File: src/rtl/dm_arb_pkg.sv
// Shared types and defaults for the two-port Data_Memory arbiter.
// Holds the default bus widths, the FSM state encoding and the legal read-latency range.
package dm_arb_pkg;

    localparam int DM_ARB_ADDR_W     = 8;
    localparam int DM_ARB_DATA_W     = 32;
    localparam int DM_ARB_RD_LAT_MIN = 1;
    localparam int DM_ARB_RD_LAT_MAX = 3;

    typedef enum logic [1:0] {
        IDLE  = 2'd0,
        ISSUE = 2'd1,
        WAIT  = 2'd2,
        RESP  = 2'd3
    } dm_arb_state_e;

    typedef logic dm_arb_port_t;

    localparam dm_arb_port_t PORT0 = 1'b0;
    localparam dm_arb_port_t PORT1 = 1'b1;

endpackage

File: src/rtl/dm_arb_if.sv
// One requester port of the Data_Memory arbiter: req/we/addr/wdata in, one-cycle ack and held rdata out.
// The requester keeps req and all fields stable until it sees ack.
interface dm_arb_if #(
    parameter int ADDR_W = dm_arb_pkg::DM_ARB_ADDR_W,
    parameter int DATA_W = dm_arb_pkg::DM_ARB_DATA_W
);
    logic              req;
    logic              we;
    logic [ADDR_W-1:0] addr;
    logic [DATA_W-1:0] wdata;
    logic              ack;
    logic [DATA_W-1:0] rdata;

    modport master (output req, we, addr, wdata, input ack, rdata);
    modport slave  (input req, we, addr, wdata, output ack, rdata);
endinterface

File: src/rtl/dm_arb_grant.sv
// Grant selection between the two requesters; DM_ARB_ROUND_ROBIN_EN selects round-robin, else port 0 wins.
// Combinational grant, zero latency; the round-robin pointer advances once per completed access.
module dm_arb_grant
    import dm_arb_pkg::*;
(
    input  logic         clk,
    input  logic         reset,
    input  logic         i_req0,
    input  logic         i_req1,
    input  logic         i_resp,
    input  dm_arb_port_t i_last,
    output logic         o_gnt_vld,
    output dm_arb_port_t o_gnt_idx
);

    assign o_gnt_vld = i_req0 | i_req1;

`ifdef DM_ARB_ROUND_ROBIN_EN
    // r_ptr names the port that was not served last; it wins a tie
    dm_arb_port_t r_ptr;

    always_ff @(posedge clk) begin
        if (reset) begin
            r_ptr <= PORT0;
        end else if (i_resp) begin
            r_ptr <= ~i_last;
        end
    end

    always_comb begin
        o_gnt_idx = PORT0;
        if (i_req0 && i_req1) begin
            o_gnt_idx = r_ptr;
        end else if (i_req1) begin
            o_gnt_idx = PORT1;
        end
    end
`else
    logic w_unused_ok;

    assign w_unused_ok = ^{clk, reset, i_resp, i_last};
    assign o_gnt_idx   = (!i_req0 && i_req1) ? PORT1 : PORT0;
`endif

endmodule

File: src/rtl/data_memory_arbiter.sv
// Shares the single-ported Data_Memory between CPU MEM stage (p0) and loader port (p1); grant policy via DM_ARB_ROUND_ROBIN_EN.
// Write ack 2 cycles after grant, read ack 2+MEM_RD_LAT; one access in flight, other requests held until IDLE.
module data_memory_arbiter
    import dm_arb_pkg::*;
#(
    parameter int ADDR_W     = DM_ARB_ADDR_W,
    parameter int DATA_W     = DM_ARB_DATA_W,
    parameter int MEM_RD_LAT = 1
) (
    input  logic              clk,
    input  logic              reset,
    dm_arb_if.slave           p0,
    dm_arb_if.slave           p1,
    output logic              mem_read_data_flag,
    output logic              mem_write_data_flag,
    output logic [ADDR_W-1:0] mem_address_of_data,
    output logic [DATA_W-1:0] mem_data_to_write,
    input  logic [DATA_W-1:0] mem_data_read_out,
    output logic              busy
);

    if (MEM_RD_LAT < DM_ARB_RD_LAT_MIN || MEM_RD_LAT > DM_ARB_RD_LAT_MAX) begin : g_lat_chk
        $error("data_memory_arbiter: MEM_RD_LAT must be within 1..3");
    end

    dm_arb_state_e     r_state;
    dm_arb_port_t      r_gnt;
    logic              r_we;
    logic [1:0]        r_cnt;
    logic              r_rd_flag;
    logic              r_wr_flag;
    logic [ADDR_W-1:0] r_addr;
    logic [DATA_W-1:0] r_wdata;
    logic              r_ack0;
    logic              r_ack1;
    logic [DATA_W-1:0] r_rdata0;
    logic [DATA_W-1:0] r_rdata1;

    logic              w_gnt_vld;
    dm_arb_port_t      w_gnt_idx;
    logic              w_sel_we;
    logic [ADDR_W-1:0] w_sel_addr;
    logic [DATA_W-1:0] w_sel_wdata;

    dm_arb_grant u_grant (
        .clk       (clk),
        .reset     (reset),
        .i_req0    (p0.req),
        .i_req1    (p1.req),
        .i_resp    (r_state == RESP),
        .i_last    (r_gnt),
        .o_gnt_vld (w_gnt_vld),
        .o_gnt_idx (w_gnt_idx)
    );

    assign w_sel_we    = (w_gnt_idx == PORT1) ? p1.we    : p0.we;
    assign w_sel_addr  = (w_gnt_idx == PORT1) ? p1.addr  : p0.addr;
    assign w_sel_wdata = (w_gnt_idx == PORT1) ? p1.wdata : p0.wdata;

    always_ff @(posedge clk) begin
        if (reset) begin
            r_state   <= IDLE;
            r_gnt     <= PORT0;
            r_we      <= 1'b0;
            r_cnt     <= 2'd0;
            r_rd_flag <= 1'b0;
            r_wr_flag <= 1'b0;
            r_addr    <= '0;
            r_wdata   <= '0;
            r_ack0    <= 1'b0;
            r_ack1    <= 1'b0;
            r_rdata0  <= '0;
            r_rdata1  <= '0;
        end else begin
            r_ack0    <= 1'b0;
            r_ack1    <= 1'b0;
            r_rd_flag <= 1'b0;
            r_wr_flag <= 1'b0;
            case (r_state)
                IDLE: begin
                    if (w_gnt_vld) begin
                        r_gnt     <= w_gnt_idx;
                        r_we      <= w_sel_we;
                        r_addr    <= w_sel_addr;
                        r_wr_flag <= w_sel_we;
                        r_rd_flag <= !w_sel_we;
                        if (w_sel_we) begin
                            r_wdata <= w_sel_wdata;
                        end
                        r_state <= ISSUE;
                    end
                end
                ISSUE: begin
                    if (r_we) begin
                        r_ack0  <= (r_gnt == PORT0);
                        r_ack1  <= (r_gnt == PORT1);
                        r_state <= RESP;
                    end else begin
                        r_cnt   <= 2'(MEM_RD_LAT - 1);
                        r_state <= WAIT;
                    end
                end
                WAIT: begin
                    if (r_cnt == 2'd0) begin
                        if (r_gnt == PORT1) begin
                            r_rdata1 <= mem_data_read_out;
                            r_ack1   <= 1'b1;
                        end else begin
                            r_rdata0 <= mem_data_read_out;
                            r_ack0   <= 1'b1;
                        end
                        r_state <= RESP;
                    end else begin
                        r_cnt <= r_cnt - 2'd1;
                    end
                end
                RESP: begin
                    r_state <= IDLE;
                end
                default: begin
                    r_state <= IDLE;
                end
            endcase
        end
    end

    assign mem_read_data_flag  = r_rd_flag;
    assign mem_write_data_flag = r_wr_flag;
    assign mem_address_of_data = r_addr;
    assign mem_data_to_write   = r_wdata;
    assign busy                = (r_state != IDLE);

    assign p0.ack   = r_ack0;
    assign p0.rdata = r_rdata0;
    assign p1.ack   = r_ack1;
    assign p1.rdata = r_rdata1;

endmodule

File: src/flat_wrapper.sv
// flat-port wrapper written by rule: the top's interface ports become plain ports
module data_memory_arbiter_flat import dm_arb_pkg::*;
#(
    parameter int ADDR_W     = DM_ARB_ADDR_W,
    parameter int DATA_W     = DM_ARB_DATA_W,
    parameter int MEM_RD_LAT = 1
)
  (clk, reset, mem_read_data_flag, mem_write_data_flag, mem_address_of_data, mem_data_to_write, mem_data_read_out, busy, p0_req, p0_we, p0_addr, p0_wdata, p0_ack, p0_rdata, p1_req, p1_we, p1_addr, p1_wdata, p1_ack, p1_rdata);
  dm_arb_if #(.ADDR_W(ADDR_W), .DATA_W(DATA_W)) p0_i ();
  dm_arb_if #(.ADDR_W(ADDR_W), .DATA_W(DATA_W)) p1_i ();
  input  logic clk;
  input  logic reset;
  output logic mem_read_data_flag;
  output logic mem_write_data_flag;
  output logic [ADDR_W-1:0] mem_address_of_data;
  output logic [DATA_W-1:0] mem_data_to_write;
  input  logic [DATA_W-1:0] mem_data_read_out;
  output logic busy;
  input wire logic [$bits(p0_i.req)-1:0] p0_req;
  input wire logic [$bits(p0_i.we)-1:0] p0_we;
  input wire logic [$bits(p0_i.addr)-1:0] p0_addr;
  input wire logic [$bits(p0_i.wdata)-1:0] p0_wdata;
  output wire logic [$bits(p0_i.ack)-1:0] p0_ack;
  output wire logic [$bits(p0_i.rdata)-1:0] p0_rdata;
  input wire logic [$bits(p1_i.req)-1:0] p1_req;
  input wire logic [$bits(p1_i.we)-1:0] p1_we;
  input wire logic [$bits(p1_i.addr)-1:0] p1_addr;
  input wire logic [$bits(p1_i.wdata)-1:0] p1_wdata;
  output wire logic [$bits(p1_i.ack)-1:0] p1_ack;
  output wire logic [$bits(p1_i.rdata)-1:0] p1_rdata;
  assign p0_i.req = p0_req;
  assign p0_i.we = p0_we;
  assign p0_i.addr = p0_addr;
  assign p0_i.wdata = p0_wdata;
  assign p0_ack = p0_i.ack;
  assign p0_rdata = p0_i.rdata;
  assign p1_i.req = p1_req;
  assign p1_i.we = p1_we;
  assign p1_i.addr = p1_addr;
  assign p1_i.wdata = p1_wdata;
  assign p1_ack = p1_i.ack;
  assign p1_rdata = p1_i.rdata;
  data_memory_arbiter #(.ADDR_W(ADDR_W), .DATA_W(DATA_W), .MEM_RD_LAT(MEM_RD_LAT)) u_core (.clk(clk), .reset(reset), .p0(p0_i), .p1(p1_i), .mem_read_data_flag(mem_read_data_flag), .mem_write_data_flag(mem_write_data_flag), .mem_address_of_data(mem_address_of_data), .mem_data_to_write(mem_data_to_write), .mem_data_read_out(mem_data_read_out), .busy(busy));
endmodule
File: config.mk
export PLATFORM = sky130hd
export DESIGN_NAME = data_memory_arbiter_flat
export DESIGN_NICKNAME = d
export VERILOG_FILES = /design/src/rtl/dm_arb_pkg.sv /design/src/rtl/dm_arb_if.sv /design/src/rtl/dm_arb_grant.sv /design/src/rtl/data_memory_arbiter.sv /design/src/flat_wrapper.sv
export SDC_FILE = /design/constraint.sdc
export NUM_CORES = 1
export LEC_CHECK = 0
export ABC_AREA = 1
export ABC_CLOCK_PERIOD_IN_PS = 2100
export BUFFER_PORTS_ARGS = -buffer_cell sky130_fd_sc_hd__buf_2
export CAP_MARGIN = 20
export CORE_MARGIN = 3
export CORE_UTILIZATION = 40
export CTS_CLUSTER_DIAMETER = 200
export DETAILED_ROUTE_END_ITERATION = 10
export PLACE_DENSITY = 0.77
export SYNTH_ARGS = -nofsm -noshare
export SYNTH_HDL_FRONTEND = slang
export SYNTH_SLANG_ARGS = --single-unit
File: constraint.sdc
create_clock -name clk -period 2.1 [get_ports clk]
set_clock_uncertainty 0.1 [all_clocks]
set_input_delay 0.63 -clock clk [delete_from_list [all_inputs] [get_ports clk]]
set_output_delay 0.63 -clock clk [all_outputs]
set_load 0.03 [all_outputs]
Word-level counts from Yosys, hierarchy flattened
Cells that the tools add are included.
Widths: inputs -> output; s select.
{ "word_totals": {"mem_bits_rw": 0, "output_inout_bits": 109, "register_bits": 114, "romBits": 0, "latchBits": 0, "mem_count": 0} }
{ "classes": {"div_mod_pow": 0, "n_reduce_logical": 14, "n_mul": 0, "add_sub_neg": 1, "n_mux": 19, "shifts": 0, "eq_ne": 7, "bitwise": 4, "n_lt_le_gt_ge": 0} }
{ "ops": {"columns": ["operator", "n"], "rows": [
  ["$mux 32", 1],
  ["$reduce_and 3->1", 4],
  ["$mux 1", 9],
  ["$mux 2", 4],
  ["$mux 8", 1],
  ["$pmux 2 s4", 1],
  ["$ne 2x2->1 const B", 3],
  ["$eq 2x2->1 const B", 2],
  ["$logic_not 2->1", 2],
  ["$pmux 1 s2", 2],
  ["$pmux 2 s2", 1],
  ["$reduce_and 2->1", 2],
  ["$reduce_bool 2->1", 2],
  ["$not 1->1", 3],
  ["$reduce_or 3->1", 1],
  ["$eq 2x1->1 const B", 1],
  ["$logic_not 1->1", 2],
  ["$ne 2x1->1 const B", 1],
  ["$sub 2x1->2 const B", 1],
  ["$logic_and 1x1->1", 1],
  ["$or 1x1->1", 1]
]} }

Longest topological paths before layout
Gate-level depths: netlist of run 1.
{ "logic_depth": {"word_depth": 5, "ltp_mapped": 10, "mapped_depth_nobuf": 8} }

Cells and area by module
Synthesis of run 1 repeated with hierarchy kept, for this count alone.
{ "hier_totals": {"hier_cells": 721, "area_unflattened_um2": 4860.9} }
{ "by_module_without_submodules": {"columns": ["module", "area_each_um2", "n_inst", "cells_each"], "rows": [
  ["data_memory_arbiter", 4845.9, 1, 717],
  ["dm_arb_grant", 15.0, 1, 4]
]} }

Least setup slack after synthesis of run 1
Ideal clock, no wire load.
{ "synth_timing": {"path_kind": "register to register", "startpoint": "reg u_core.r_state[0]", "endpoint": "reg u_core.r_wdata[23], in the netlist u_core.mem_data_to_write[23]", "arrival_ps": 1483, "setup_slack_ps": 404, "stages_incl_launch_ff": 10, "period_less_slack_ps": 1696, "path_cell_list": "dfxtp_1 -> inv_1 -> ha_1 -> inv_2 -> nor2_4 -> nand3_2 -> buf_6 -> buf_4 -> nor2_1 -> nor2_1"} }
{ "synth_between": {"elab_chain_cells": 2} }
{ "synth_lines": {"columns": ["item", "line_no", "rtl"], "rows": [
  ["from (decl)", "data_memory_arbiter.sv:26", "dm_arb_state_e r_state;"],
  ["from (signal assigned)", "data_memory_arbiter.sv:62", "r_state <= IDLE;"],
  ["from (signal assigned)", "data_memory_arbiter.sv:90", "r_state <= ISSUE;"],
  ["from (signal assigned)", "data_memory_arbiter.sv:97", "r_state <= RESP;"],
  ["$logic_not 2->1", "data_memory_arbiter.sv:79", "case (r_state)"],
  ["$reduce_and 3->1 (no line)", null, null],
  ["to (signal assigned)", "data_memory_arbiter.sv:88", "r_wdata <= w_sel_wdata;"],
  ["to (decl)", "data_memory_arbiter.sv:33", "logic [DATA_W-1:0] r_wdata;"]
]} }
No other way between the ends.
A chain may end at the register's enable or synchronous reset.

Worst setup path in the final report of run 1
{ "layout_timing": {"startpoint": "reg u_core.r_state[0]", "endpoint": "out busy"} }
{ "layout_between": {"elab_chain_cells": 1} }
{ "layout_lines": {"columns": ["item", "line_no", "rtl"], "rows": [
  ["$reduce_bool 2->1", "data_memory_arbiter.sv:131", "assign busy = (r_state != IDLE);"],
  ["to (decl)", "flat_wrapper.sv:18", "output logic busy;"]
]} }
No other way between the ends.

==> results by group, run 1 <==
Timing
  – Min cycle time layout: 2.01 ns
  – Setup TNS: 0 ns
  – Unrepaired setup endpoints after global routing: no
  – Final worst path period share: 0.957
  – Max-slew headroom: 0.761
  – Worst Max-Slew Pin Slew: 0.358 ns
  – F_max: 0.498 GHz
  – Setup WS post-layout: 0.0912 ns
  – Final hold vios: 0
  – Slew Viols, Final: 0
  – Final setup violation count: 0

Placement
  – Place WS: 0.271 ns
  – GPL Wtd Cong: 0.810
  – DP Wirelength: 9240 um
  – Port Buf Inserts: 226

Critical path
  – Crit path capture type: output port
  – Worst Path Required: 1.37 ns
  – Setup CP Type: flip-flop to output port
  – Worst Setup Start Kind: flip-flop
  – Worst EP arrival: 1.28 ns
  – Max FO, Critical Path: 5

Final layout
  – Share of layout cells above drive strength 1: 0.299
  – Nets: 1050
  – Most frequent cells in the layout: 225 x buf_2, 191 x nand2_1, 142 x nor2_1
  – Antenna Cells: 0
  – Commonest non-fill, non-tap cell in the layout: buf_2
  – Syn-to-layout area delta: 40.3%

Global route
  – Largest net degree at the start of global routing: 65
  – Initial antenna violation count: 0
  – Grt ovf: 0
  – Vias in the first global route: 4249
  – GRT Total Usage: 0.186
  – Global-route wire length before repair: 19900 um

Routing
  – Drt total wl: 12900 um
  – Starting DRT DRC Count: 251
  – Average wire per standard cell: 11.9 um
  – Vias: 4858
  – Drt drc: 0
  – ANT nets after route: 0
  – DR vias/cell: 4.49
  – Detailed Routing Iterations Pass 1: 4

Pwr
  – Leakage: 3.56 nW
  – Max VDD drop: 541 uV
  – Power, Total: 9.09 mW
  – Pwr/cell area: 1350 nW/um2

Die
  – Rows: 39
  – Die area: 13300 um2
  – Die height: 116 um
  – Core ar.: 11600 um2
  – Chip width: 116 um
  – Initial Utilization: 0.415
  – # IOs: 227

Yosys
  – Synth area leaders: dfxtp_1 48%, nand2_1 15%, nor2_1 11%, o21ai_0 7.7%, inv_1 6.2%
  – Mapped Cells: 707
  – Post-synth cell types: 19
  – Yosys top cell by area: dfxtp_1
  – Syn avg cell area: 6.79 um2
  – Ys Warns: 0
  – Seq/Total Area, Yosys: 0.476
  – Yosys reg bits: 114
  – Post-synthesis cell area: 4800 um2
  – Area fraction of the dominant cell type after synthesis: 0.476
  – Net Count, Synth: 832

CTS
  – Root buffer cell: clkbuf_16
  – Maximum clock path buffer count: 2
  – Maximum level of the CTS H-tree: 4
  – TritonCTS clock tree: yes
  – Resized cells post-CTS: 4
  – CTS Sinks: 114
  – Hold_buf cts: 0
  – Worst-path clk slew: 0.06 ns
  – Total CTS buffers: 17
  – Clk Latency, worst-skew pair: 0.40 ns
  – Post-CTS setup buffers: 0

Status
  – Status: complete, no violations

Flow run
  – Maxcap violations: 0

Worst hold path
  – Hold crit path type: flip-flop to flip-flop
[state kept, by name (all words and copies together) (netlist names), 2 cells and up]
name / cells
u_core.mem_address_of_data: 8
u_core.mem_data_to_write: 32
u_core.p0.rdata: 32
u_core.p1.rdata: 32
u_core.r_cnt: 2
u_core.r_state: 2
[cell type report]
class | instances | area [um2]
Tap cell | 143 | 179
Sequential cell | 114 | 2280
Timing Repair Buffer | 238 | 1300
Multi-Input combinational cell | 474 | 2040
Fill cell | 1129 | 4840
Inverter | 80 | 300
Clock inverter | 15 | 199
Clock buffer | 17 | 425
[Yosys cell counts]
master    instances
mux2i_1           1
nand2_1         191
nor3_1            3
ha_1              7
nor2_1          143
nor2_4            1
nand3_1           5
nand3_2           1
buf_4             3
buf_2            11
dfxtp_1         114
inv_1            79
o21ai_0          74
a211oi_1          1
buf_6             2
a21oi_1          46
clkbuf_1         23
inv_2             1
nand3b_1          1
[metal layers]
layer	share of wire	up-vias	track usage
li1	-	2600	-
met1	0.43	2074	0.219
met2	0.47	172	0.317
met3	0.095	12	0.0684
met4	0.0093	0	0.0563
met5	0	-	0
[critical path, stage by stage, from the launching register on]
cell and delay, ns:
dfxtp_2 0.36, inv_2 0.07, ha_2 0.21, inv_2 0.10, buf_6 0.14
[metrics by stage]
step                       util  std cells  hold slack [ns]  cell area, um2
after floorplan               -        707            0.344            4800
after global placement    0.527       1049            0.327            6090
after detailed placement  0.527       1049            0.331            6090
after CTS                 0.582       1081            0.335            6730
after global routing      0.582       1081            0.354            6730
final                     0.582       1081            0.338            6730
[where the power goes]
| part | leakage (nW) | switching [mW] | internal (mW) |
|---|---|---|---|
| combinational | 2.33 | 2.17 | 0.996 |
| sequential | 0.932 | 0.245 | 2.67 |
| clock | 0.302 | 1.10 | 1.90 |
[cell families (layout without fill, tap and decap cells)]
family,after synthesis,after routing,synth area share
muxes,1,1,0.00209
adders and majority gates,7,7,0.0183
and+or+nand+nor,345,345,0.276
AOI/OAI and AO/OA,121,121,0.127
DFF,114,114,0.476
buffers and inverters,119,350,0.101
[path summary, 6_finish.rpt]
check / depth (start not counted) / endpoint / slack, ns / from
max: 4 / busy / 0.09 / u_core.r_state[0]$_SDFFE_PP0P_
min: 2 / u_core.p1.rdata[23]$_SDFFE_PP0P_ / 0.34 / u_core.p1.rdata[23]$_SDFFE_PP0P_
max reg2reg: 7 / u_core.p0.rdata[24]$_SDFFE_PP0P_ / 0.44 / u_core.r_state[0]$_SDFFE_PP0P_
min reg2reg: 2 / u_core.p1.rdata[23]$_SDFFE_PP0P_ / 0.34 / u_core.p1.rdata[23]$_SDFFE_PP0P_
Note: power is estimated with default switching activity, not from simulation.
==> run 2: changes to the inputs <==
--- a/config.mk
+++ b/config.mk
@@ -9,11 +9,13 @@
 export ABC_CLOCK_PERIOD_IN_PS = 2100
 export BUFFER_PORTS_ARGS = -buffer_cell sky130_fd_sc_hd__buf_2
 export CAP_MARGIN = 20
+export CELL_PAD_IN_SITES_DETAIL_PLACEMENT = 0
+export CELL_PAD_IN_SITES_GLOBAL_PLACEMENT = 2
 export CORE_MARGIN = 3
-export CORE_UTILIZATION = 40
+export CORE_UTILIZATION = 23
 export CTS_CLUSTER_DIAMETER = 200
 export DETAILED_ROUTE_END_ITERATION = 10
-export PLACE_DENSITY = 0.77
+export PLACE_DENSITY = 0.84
 export SYNTH_ARGS = -nofsm -noshare
 export SYNTH_HDL_FRONTEND = slang
 export SYNTH_SLANG_ARGS = --single-unit
==> run 2 against run 1 <==
Compared with the run above:
- global-route usage fell by 5.7 points
- non-clock buffer count rose by 4
- sequential power barely moved
- sequential cell count did not move
- hold slack improved by 0.00077 ns
- clock power fell by 8.3%
- wire length rose by 13%
- die area rose by 70%
- first-iteration DRC count fell by 47%
- highest routed layer is now met5
==> results by group, run 2 (synthesized netlist as in run 1, its figures left out) <==
Global route
  – Grt ovf: 0 (unchanged)
  – Initial antenna violation count: 1 (+1)
  – Largest net degree at the start of global routing: 77 (+18%)
  – Global-route wire length before repair: 22900 um (+15%)
  – Vias in the first global route: 4602 (+8.3%)
  – GRT Total Usage: 0.129 (-0.0575)

Routing
  – Vias: 4835 (-0.47%)
  – Average wire per standard cell: 11.9 um (+0.34%)
  – DR vias/cell: 3.99 (-11%)
  – Drt total wl: 14500 um (+13%)
  – ANT nets after route: 0 (unchanged)
  – Starting DRT DRC Count: 134 (-47%)
  – Detailed Routing Iterations Pass 1: 4 (unchanged)
  – Drt drc: 0 (unchanged)

Critical path
  – Max FO, Critical Path: 5 (unchanged)
  – Worst Setup Start Kind: flip-flop
  – Worst EP arrival: 1.26 ns (-0.02 ns)
  – Setup CP Type: flip-flop to output port
  – Crit path capture type: output port
  – Worst Path Required: 1.37 ns (about the same)
  – Slack of the worst reg-to-reg path: 0.33 ns (-0.11 ns)

Final layout
  – Finished Layout Cells: 1213 (+12%)
  – Share of layout cells above drive strength 1: 0.301 (+0.00298)
  – Final instance area: 6880 um2 (+2.3%)
  – Most frequent cells in the layout: 225 x buf_2, 191 x nand2_1, 142 x nor2_1
  – Fill cell count: 2272 (+100%)
  – Nets: 1054 (+0.38%)
  – Syn-to-layout area delta: 43.5%
  – Commonest non-fill, non-tap cell in the layout: buf_2

Die
  – Initial Utilization: 0.236 (-0.179)
  – Core ar.: 20400 um2 (+76%)
  – Die area: 22600 um2 (+70%)
  – # IOs: 227 (unchanged)
  – Die height: 150 um (+30%)
  – Rows: 52 (+33%)
  – Chip width: 150 um (+30%)

Placement
  – Place WS: 0.212 ns (-0.0585 ns)
  – DP Wirelength: 10600 um (+15%)
  – Placed Cells: 1180 (+12%)
  – Port Buf Inserts: 226 (unchanged)
  – GPL Wtd Cong: 0.718 (-11%)
  – DP Area: 6290 um2 (+3.2%)

Timing
  – F_max: 0.501 GHz (+0.73%)
  – Max-slew headroom: 0.750 (-0.0106)
  – Setup WS post-layout: 0.106 ns (+0.0145 ns)
  – Worst Max-Slew Pin Slew: 0.373 ns (+0.0158 ns)
  – Unrepaired setup endpoints after global routing: no
  – Min cycle time layout: 1.99 ns (-0.0145 ns)
  – Final hold vios: 0 (unchanged)
  – Final worst path period share: 0.950 (-0.00691)
  – Final setup violation count: 0 (unchanged)
  – Slew Viols, Final: 0 (unchanged)
  – Setup TNS: 0 ns (unchanged)

CTS
  – Maximum level of the CTS H-tree: 4 (unchanged)
  – CTS Sinks: 114 (unchanged)
  – Clk Latency, worst-skew pair: 0.40 ns (about the same)
  – Total CTS buffers: 17 (unchanged)
  – Worst-path clk slew: 0.06 ns (about the same)
  – Root buffer cell: clkbuf_16
  – Maximum clock path buffer count: 2 (unchanged)
  – TritonCTS clock tree: yes

Worst hold path
  – Hold crit path type: flip-flop to flip-flop

Flow run
  – Maxcap violations: 0 (unchanged)

Pwr
  – Power, Total: 8.95 mW (-1.5%)
  – Leakage: 3.56 nW (-0.12%)
  – Max VDD drop: 430 uV (-20%)
  – Pwr/cell area: 1300 nW/um2 (-3.7%)

Status
  – Status: complete, no violations
==> run 2: changes by cell type in the layout (fill, tap and decap cells not counted), sizes merged <==
cell      change
diode         +1
inv           -1
clkinvlp      +2
buf           +4
clkbuf        +1
bufinv        -2
==> run 2: timing repair <==
item | in CTS | in global routing
hold buffers | 0 | 0
endpoints found under the setup margin | 1 | 1
resized for setup | 6 | 2
setup buffers | 0 | 0
==> run 2: cell type report <==
type,count,area (um2),share of cell area
clock buffers,18,439,0.0638
inverters,80,300,0.0436
clock inverters,14,129,0.0187
diodes,1,2.50,0.000364
multi-input cells,474,2050,0.298
well taps,270,338,0.0491
flip-flops and latches,114,2290,0.332
repair buffers,242,1330,0.194
==> run 2: power by group <==
group	internal (mW)	leakage [nW]	switching (mW)
logic	1.06	2.35	2.21
registers	2.67	0.933	0.243
clock network	1.67	0.273	1.09
==> run 2: worst paths after layout <==
path / from / end / depth (start not counted)
max reg2reg: u_core.r_state[0]$_SDFFE_PP0P_ / u_core.p1.rdata[15]$_SDFFE_PP0P_ / 6
max: u_core.r_state[1]$_SDFFE_PP0P_ / busy / 4
min reg2reg: u_core.p1.rdata[0]$_SDFFE_PP0P_ / u_core.p1.rdata[0]$_SDFFE_PP0P_ / 2
min: u_core.p1.rdata[0]$_SDFFE_PP0P_ / u_core.p1.rdata[0]$_SDFFE_PP0P_ / 2
==> run 2: stage by stage <==
step / hold slack, ns / util
2_1_floorplan: 0.344 / -
3_3_place_gp: 0.329 / 0.309
3_5_place_dp: 0.332 / 0.309
4_1_cts: 0.326 / 0.338
5_1_grt: 0.333 / 0.338
6_report: 0.339 / 0.338
==> run 2: layer usage <==
metal,up-vias,routed length [um],share of wire,GRT usage
li1,2605,-,-,-
met3,19,1580,0.11,0.0614
met4,2,237,0.016,0.0435
met1,2028,6820,0.47,0.165
met2,181,5840,0.40,0.190
met5,-,20,0.0014,0
==> run 2: critical path, cell delays in order, from the launching register on <==
cell	delay (ns)
dfxtp_4	0.36
inv_1	0.09
ha_4	0.18
inv_2	0.09
buf_6	0.14
